**config.mk**
```make
export PLATFORM = sky130hd
export DESIGN_NAME = imem_loader_flat
export DESIGN_NICKNAME = d
export VERILOG_FILES = /design/src/rtl/imem_loader_if.sv /design/src/rtl/imem_loader.sv /design/src/flat_wrapper.sv
export SDC_FILE = /design/constraint.sdc
export NUM_CORES = 1
export LEC_CHECK = 0
export ABC_AREA = 1
export CORE_AREA = 2 2 96 98
export DETAILED_ROUTE_END_ITERATION = 12
export DIE_AREA = 0 0 98 100
export PLACE_DENSITY = 0.82
export SLEW_MARGIN = 0
export SYNTH_ARGS = -nofsm -noshare
export SYNTH_HDL_FRONTEND = slang
export SYNTH_SLANG_ARGS = --single-unit
```
**constraint.sdc**
```tcl
create_clock -name clk -period 8.8 [get_ports clk]
set_clock_uncertainty 0.1 [all_clocks]
set_input_delay 1.76 -clock clk [delete_from_list [all_inputs] [get_ports clk]]
set_output_delay 1.76 -clock clk [all_outputs]
set_load 0.02 [all_outputs]
```
**src/rtl/imem_loader_if.sv**
```systemverilog
// Byte-stream and instruction-memory write port bundle for imem_loader.
// slave = loader side, master = byte source / memory side.
interface imem_loader_if #(
    parameter int ADDR_W = 32
);
    logic [7:0]        in_data;
    logic              in_valid;
    logic              in_ready;
    logic              we;
    logic [ADDR_W-1:0] waddr;
    logic [31:0]       wdata;

    modport master (
        output in_data, in_valid,
        input  in_ready, we, waddr, wdata
    );

    modport slave (
        input  in_data, in_valid,
        output in_ready, we, waddr, wdata
    );
endinterface

```
**src/rtl/imem_loader.sv**
```systemverilog
// Instruction-memory programmer: count byte, big-endian words, one write per word.
// Optional trailing checksum byte enabled by defining IMEM_LOADER_CHECKSUM_EN.
module imem_loader #(
    parameter int DEPTH  = 64,
    parameter int ADDR_W = 32
) (
    input  logic          clk,
    input  logic          rst,
    input  logic          start,
    imem_loader_if.slave  bus,
    output logic          busy,
    output logic          done,
    output logic          err
);
    localparam int CW = $clog2(DEPTH + 1);

    typedef enum logic [2:0] {
        S_IDLE  = 3'd0,
        S_COUNT = 3'd1,
        S_DATA  = 3'd2,
`ifdef IMEM_LOADER_CHECKSUM_EN
        S_CHECK = 3'd3,
`endif
        S_DONE  = 3'd4
    } state_t;

    state_t      state, state_n;
    logic [CW-1:0] cnt;
    logic [CW-1:0] widx;
    logic [1:0]  bidx;
    logic [31:0] asm_q;
    logic        acc;
    logic        n_bad;
    logic        last_word;
    logic [31:0] word_n;
`ifdef IMEM_LOADER_CHECKSUM_EN
    logic [7:0]  sum;
`endif

    assign acc       = bus.in_valid && bus.in_ready;
    assign n_bad     = (bus.in_data == 8'd0) ||
                       (32'(bus.in_data) > 32'(DEPTH));
    assign last_word = (bidx == 2'd3) && (widx == cnt - CW'(1));
    assign word_n    = {asm_q[23:0], bus.in_data};

    // State register.
    always_ff @(posedge clk or posedge rst) begin
        if (rst) state <= S_IDLE;
        else     state <= state_n;
    end

    // Next-state logic and state-decoded status outputs.
    always_comb begin
        state_n      = state;
        busy         = 1'b1;
        done         = 1'b0;
        bus.in_ready = 1'b0;
        unique case (state)
            S_IDLE: begin
                busy = 1'b0;
                if (start) state_n = S_COUNT;
            end
            S_COUNT: begin
                bus.in_ready = 1'b1;
                if (acc) state_n = n_bad ? S_DONE : S_DATA;
            end
            S_DATA: begin
                bus.in_ready = 1'b1;
                if (acc && last_word) begin
`ifdef IMEM_LOADER_CHECKSUM_EN
                    state_n = S_CHECK;
`else
                    state_n = S_DONE;
`endif
                end
            end
`ifdef IMEM_LOADER_CHECKSUM_EN
            S_CHECK: begin
                bus.in_ready = 1'b1;
                if (acc) state_n = S_DONE;
            end
`endif
            S_DONE: begin
                done    = 1'b1;
                state_n = S_IDLE;
            end
            default: state_n = S_IDLE;
        endcase
    end

    // Datapath: counters, word assembly, registered write port, error flag.
    always_ff @(posedge clk or posedge rst) begin
        if (rst) begin
            cnt       <= '0;
            widx      <= '0;
            bidx      <= '0;
            asm_q     <= '0;
            err       <= 1'b0;
            bus.we    <= 1'b0;
            bus.waddr <= '0;
            bus.wdata <= '0;
`ifdef IMEM_LOADER_CHECKSUM_EN
            sum       <= '0;
`endif
        end else begin
            bus.we <= 1'b0;
            unique case (state)
                S_IDLE: begin
                    if (start) begin
                        err   <= 1'b0;
                        widx  <= '0;
                        bidx  <= '0;
                        asm_q <= '0;
`ifdef IMEM_LOADER_CHECKSUM_EN
                        sum   <= '0;
`endif
                    end
                end
                S_COUNT: begin
                    if (acc) begin
                        if (n_bad) err <= 1'b1;
                        else       cnt <= CW'(bus.in_data);
`ifdef IMEM_LOADER_CHECKSUM_EN
                        sum <= bus.in_data;
`endif
                    end
                end
                S_DATA: begin
                    if (acc) begin
                        asm_q <= word_n;
`ifdef IMEM_LOADER_CHECKSUM_EN
                        sum   <= sum + bus.in_data;
`endif
                        if (bidx == 2'd3) begin
                            bus.we    <= 1'b1;
                            bus.waddr <= ADDR_W'({widx, 2'b00});
                            bus.wdata <= word_n;
                            widx      <= widx + CW'(1);
                            bidx      <= '0;
                        end else begin
                            bidx <= bidx + 2'd1;
                        end
                    end
                end
`ifdef IMEM_LOADER_CHECKSUM_EN
                S_CHECK: begin
                    if (acc && ((sum + bus.in_data) != 8'd0)) err <= 1'b1;
                end
`endif
                default: ;
            endcase
        end
    end
endmodule

```
**src/flat_wrapper.sv**
```systemverilog
// flat-port wrapper written by rule: the top's interface ports become plain ports
module imem_loader_flat 
#(
    parameter int DEPTH  = 64,
    parameter int ADDR_W = 32
)
  (clk, rst, start, busy, done, err, bus_in_data, bus_in_valid, bus_in_ready, bus_we, bus_waddr, bus_wdata);
  imem_loader_if #(.ADDR_W(ADDR_W)) bus_i ();
  input  logic clk;
  input  logic rst;
  input  logic start;
  output logic busy;
  output logic done;
  output logic err;
  input wire logic [$bits(bus_i.in_data)-1:0] bus_in_data;
  input wire logic [$bits(bus_i.in_valid)-1:0] bus_in_valid;
  output wire logic [$bits(bus_i.in_ready)-1:0] bus_in_ready;
  output wire logic [$bits(bus_i.we)-1:0] bus_we;
  output wire logic [$bits(bus_i.waddr)-1:0] bus_waddr;
  output wire logic [$bits(bus_i.wdata)-1:0] bus_wdata;
  assign bus_i.in_data = bus_in_data;
  assign bus_i.in_valid = bus_in_valid;
  assign bus_in_ready = bus_i.in_ready;
  assign bus_we = bus_i.we;
  assign bus_waddr = bus_i.waddr;
  assign bus_wdata = bus_i.wdata;
  imem_loader #(.DEPTH(DEPTH), .ADDR_W(ADDR_W)) u_core (.clk(clk), .rst(rst), .start(start), .bus(bus_i), .busy(busy), .done(done), .err(err));
endmodule
```
==> impl_metrics.toml <==
[sta]
slew_violations = 0
hold_viol = 0
slew_headroom_pct = 31.9
min_period_ns = 3.67
max_freq_mhz = 272
finalCritPeriodShare_pct = 41.7
setup-violations-final = 0
hold-worst-slack_ns = 0.392
tightest_slew_ns = 1.02
rsz0062_at_grt = "no"
finalSetupTns_ns = 0

[critical_path]
cp.depth = 4
r2r_setup_slack_ns = 6.52
cpPeakStageDelay_ns = 0.61
end_kind = "output port"
critPathLaunch = "u_core.state[1]$_DFFE_PP0P_"
required_ns = 6.94
cp_top_family = "buffers and inverters"
critPathKind = "reg2out"
cp-start-kind = "flop"
crit_buf_inv = 1
r2r_cells = 8
cp.arrival_ns = 1.81
r2r-start = "u_core.state[0]$_DFFE_PP0P_"
critical_path.reg2reg.endpoint = "u_core.widx[3]$_DFFE_PP0P_"
cpMostUsedCell = "nand2_1"
cpMaxStageDelayCell = "clkdlybuf4s50_1"
crit_end = "bus_in_ready"
worstPathCellList = "nor2_2 > nand2_1 > nand2_1 > clkdlybuf4s50_1"
cp_max_fo = 4

[synthesis]
yosysTopAreaCell = "dfrtp_1"
synth.avg_cell_area_sq_um = 8.68
synth_top_area_share_pct = 52.7
yosysUniqueCellTypes = 32
ys_seq_area_share_pct = 52.7
syn_inst = 459
synth_area_sq_um = 3990
synth-seq-cells = 84
yosysWarnings = 0
yosys-top-cells-area = "dfrtp_1 (53%), nand2_1 (10%), o21ai_0 (7.4%)"

[power]
powerDensity_nw_per_um2 = 228
power_uw = 1070
ir_drop_v = 0.000129
p_leak_uw = 0.00223

[finish]
layout_common_cells = "nand2_1 (109), dfrtp_1 (84), inv_1 (62), o21ai_0 (59), clkdlybuf4s50_1 (55)"
syn_to_final_growth_pct = 17.8
stdcell_area_sq_um = 4700
fill_cells = 778
nNetsFinal = 524
drive_gt1_share_pct = 7.78
final_common_cell = "nand2_1"
diodes = 0
utilization_pct = 52.8

[global_routing]
grt_pass1_vias = 2942
overflow = 0
grt_usage_pct = 17.5
grt_max_degree = 85
grt_first_pass_wirelength_um = 13900
antenna_found_initial = 0

[routing]
wl_met3_um = 444
via_per_inst = 4.92
top_layer_used = "met4"
drtPass1Iterations = 4
met2_length_um = 3880
drt_iter0_markers = 206
ant_nets = 0
wirelength_um = 8140
drt-met1-wl_um = 3680
drcViolationCount = 0
route.vias.total = 3078
wire_per_inst_um = 13.0

[placement]
post_dp_cell_area_sq_um = 4490
portBuffers = 55
hpwl_um = 5860
gp_congestion = 0.822

[cts]
root_buffer = "clkbuf_8"
cts_inserted_buffers = 9
path_clk_slew_ns = 0.08
cts.sink_count = 84
cts_hold_buffers = 0
clk_latency_ns = 0.35
cts_resized = 0
cts_buffer_depth = 2
htree_levels = 3
post_cts_buffers = 0
cts_tree = "done"

[run_status]
status = "finished, final reports clean"

[die]
fp.coreArea_sq_um = 8890
io_pins = 81
die_h_um = 100
dieArea_sq_um = 9800
rows = 35
start_util_pct = 44.8
die-width_um = 98

[min_path]
hp-class = "reg2reg"

[run]
drv_cap = 0
==> cells in the mapped netlist <==
cell type,count
a21oi_1,4
buf_2,10
buf_4,27
buf_6,1
buf_8,1
clkbuf_1,1
clkbuf_2,1
conb_1,1
dfrtp_1,84
ha_1,3
inv_1,63
inv_2,2
inv_4,1
nand2_1,109
nand2_2,2
nand2_4,2
nand3_1,31
nand3_4,1
nand3b_1,1
nand4_1,6
nand4_2,1
nor2_1,18
nor2_2,3
nor3_1,2
nor3_2,1
o21ai_0,59
o21ai_1,9
o21ai_2,1
o22ai_2,9
o31ai_1,1
xnor2_1,2
xor2_1,2
==> per-stage QoR <==
stage,setup slack (ns),instances
2_1_floorplan,4.77,483
3_3_place_gp,5.17,609
3_5_place_dp,5.08,609
4_1_cts,5.12,625
5_1_grt,5.07,625
6_report,5.13,625
==> sequential cells by signal, indices dropped and copies added (netlist names) <==
| name | cells |
|---|---|
| u_core.err | 1 |
| u_core.bus.we | 1 |
| u_core.bus.wdata | 32 |
| u_core.state | 3 |
| u_core.widx | 7 |
| u_core.cnt | 7 |
| u_core.asm_q | 24 |
| u_core.bus.waddr | 7 |
| u_core.bidx | 2 |
==> cell families after synthesis <==
family / after synthesis / synth area share (%)
xor+xnor: 4 / 0.879
buf+inv: 107 / 13.5
compound gates: 83 / 12.3
flops: 84 / 52.7
fa+ha+maj: 3 / 0.942
other cells: 1 / 0.0941
simple gates: 177 / 19.6
==> worst min-delay path: cells and delay by family, from the launching register on <==
family / cells / cell delay, ns
flops: 1 / 0.35
simple gates: 2 / 0.11
==> power breakdown <==
part	internal [uW]	switching, uW	leakage [uW]	total (uW)
clock network	148	138	0.000103	286
registers	422	38.9	0.00116	460
logic	111	215	0.000965	327
==> cell type report <==
type / instances / area [sq um] / area share (%)
Sequential cell: 84 / 2100 / 44.8
Multi-Input combinational cell: 292 / 1440 / 30.6
Timing Repair Buffer: 56 / 558 / 11.9
Inverter: 66 / 251 / 5.35
Clock buffer: 12 / 155 / 3.30
Tap cell: 111 / 139 / 2.96
Clock inverter: 4 / 55.1 / 1.17
==> per-layer routing <==
layer	GRT usage, %	vias up
met4	7.16	0
met1	23.7	1462
li1	-	1503
met5	0	-
met2	28.2	102
met3	3.06	11
==> worst min-delay path by stage <==
stage	cells past startpoint	end	slack, ns	startpoint
floorplan	1	u_core.bidx[0]$_DFFE_PP0P_	0.36	u_core.bidx[0]$_DFFE_PP0P_
global placement	2	u_core.err$_DFFE_PP0P_	0.37	u_core.err$_DFFE_PP0P_
detailed placement	2	u_core.err$_DFFE_PP0P_	0.37	u_core.err$_DFFE_PP0P_
CTS	2	u_core.bus.waddr[8]$_DFFE_PP0P_	0.40	u_core.bus.waddr[8]$_DFFE_PP0P_
global route	2	u_core.bus.waddr[7]$_DFFE_PP0P_	0.43	u_core.bus.waddr[7]$_DFFE_PP0P_
finish	2	u_core.err$_DFFE_PP0P_	0.39	u_core.err$_DFFE_PP0P_
Power figures use the tool's default switching activity.
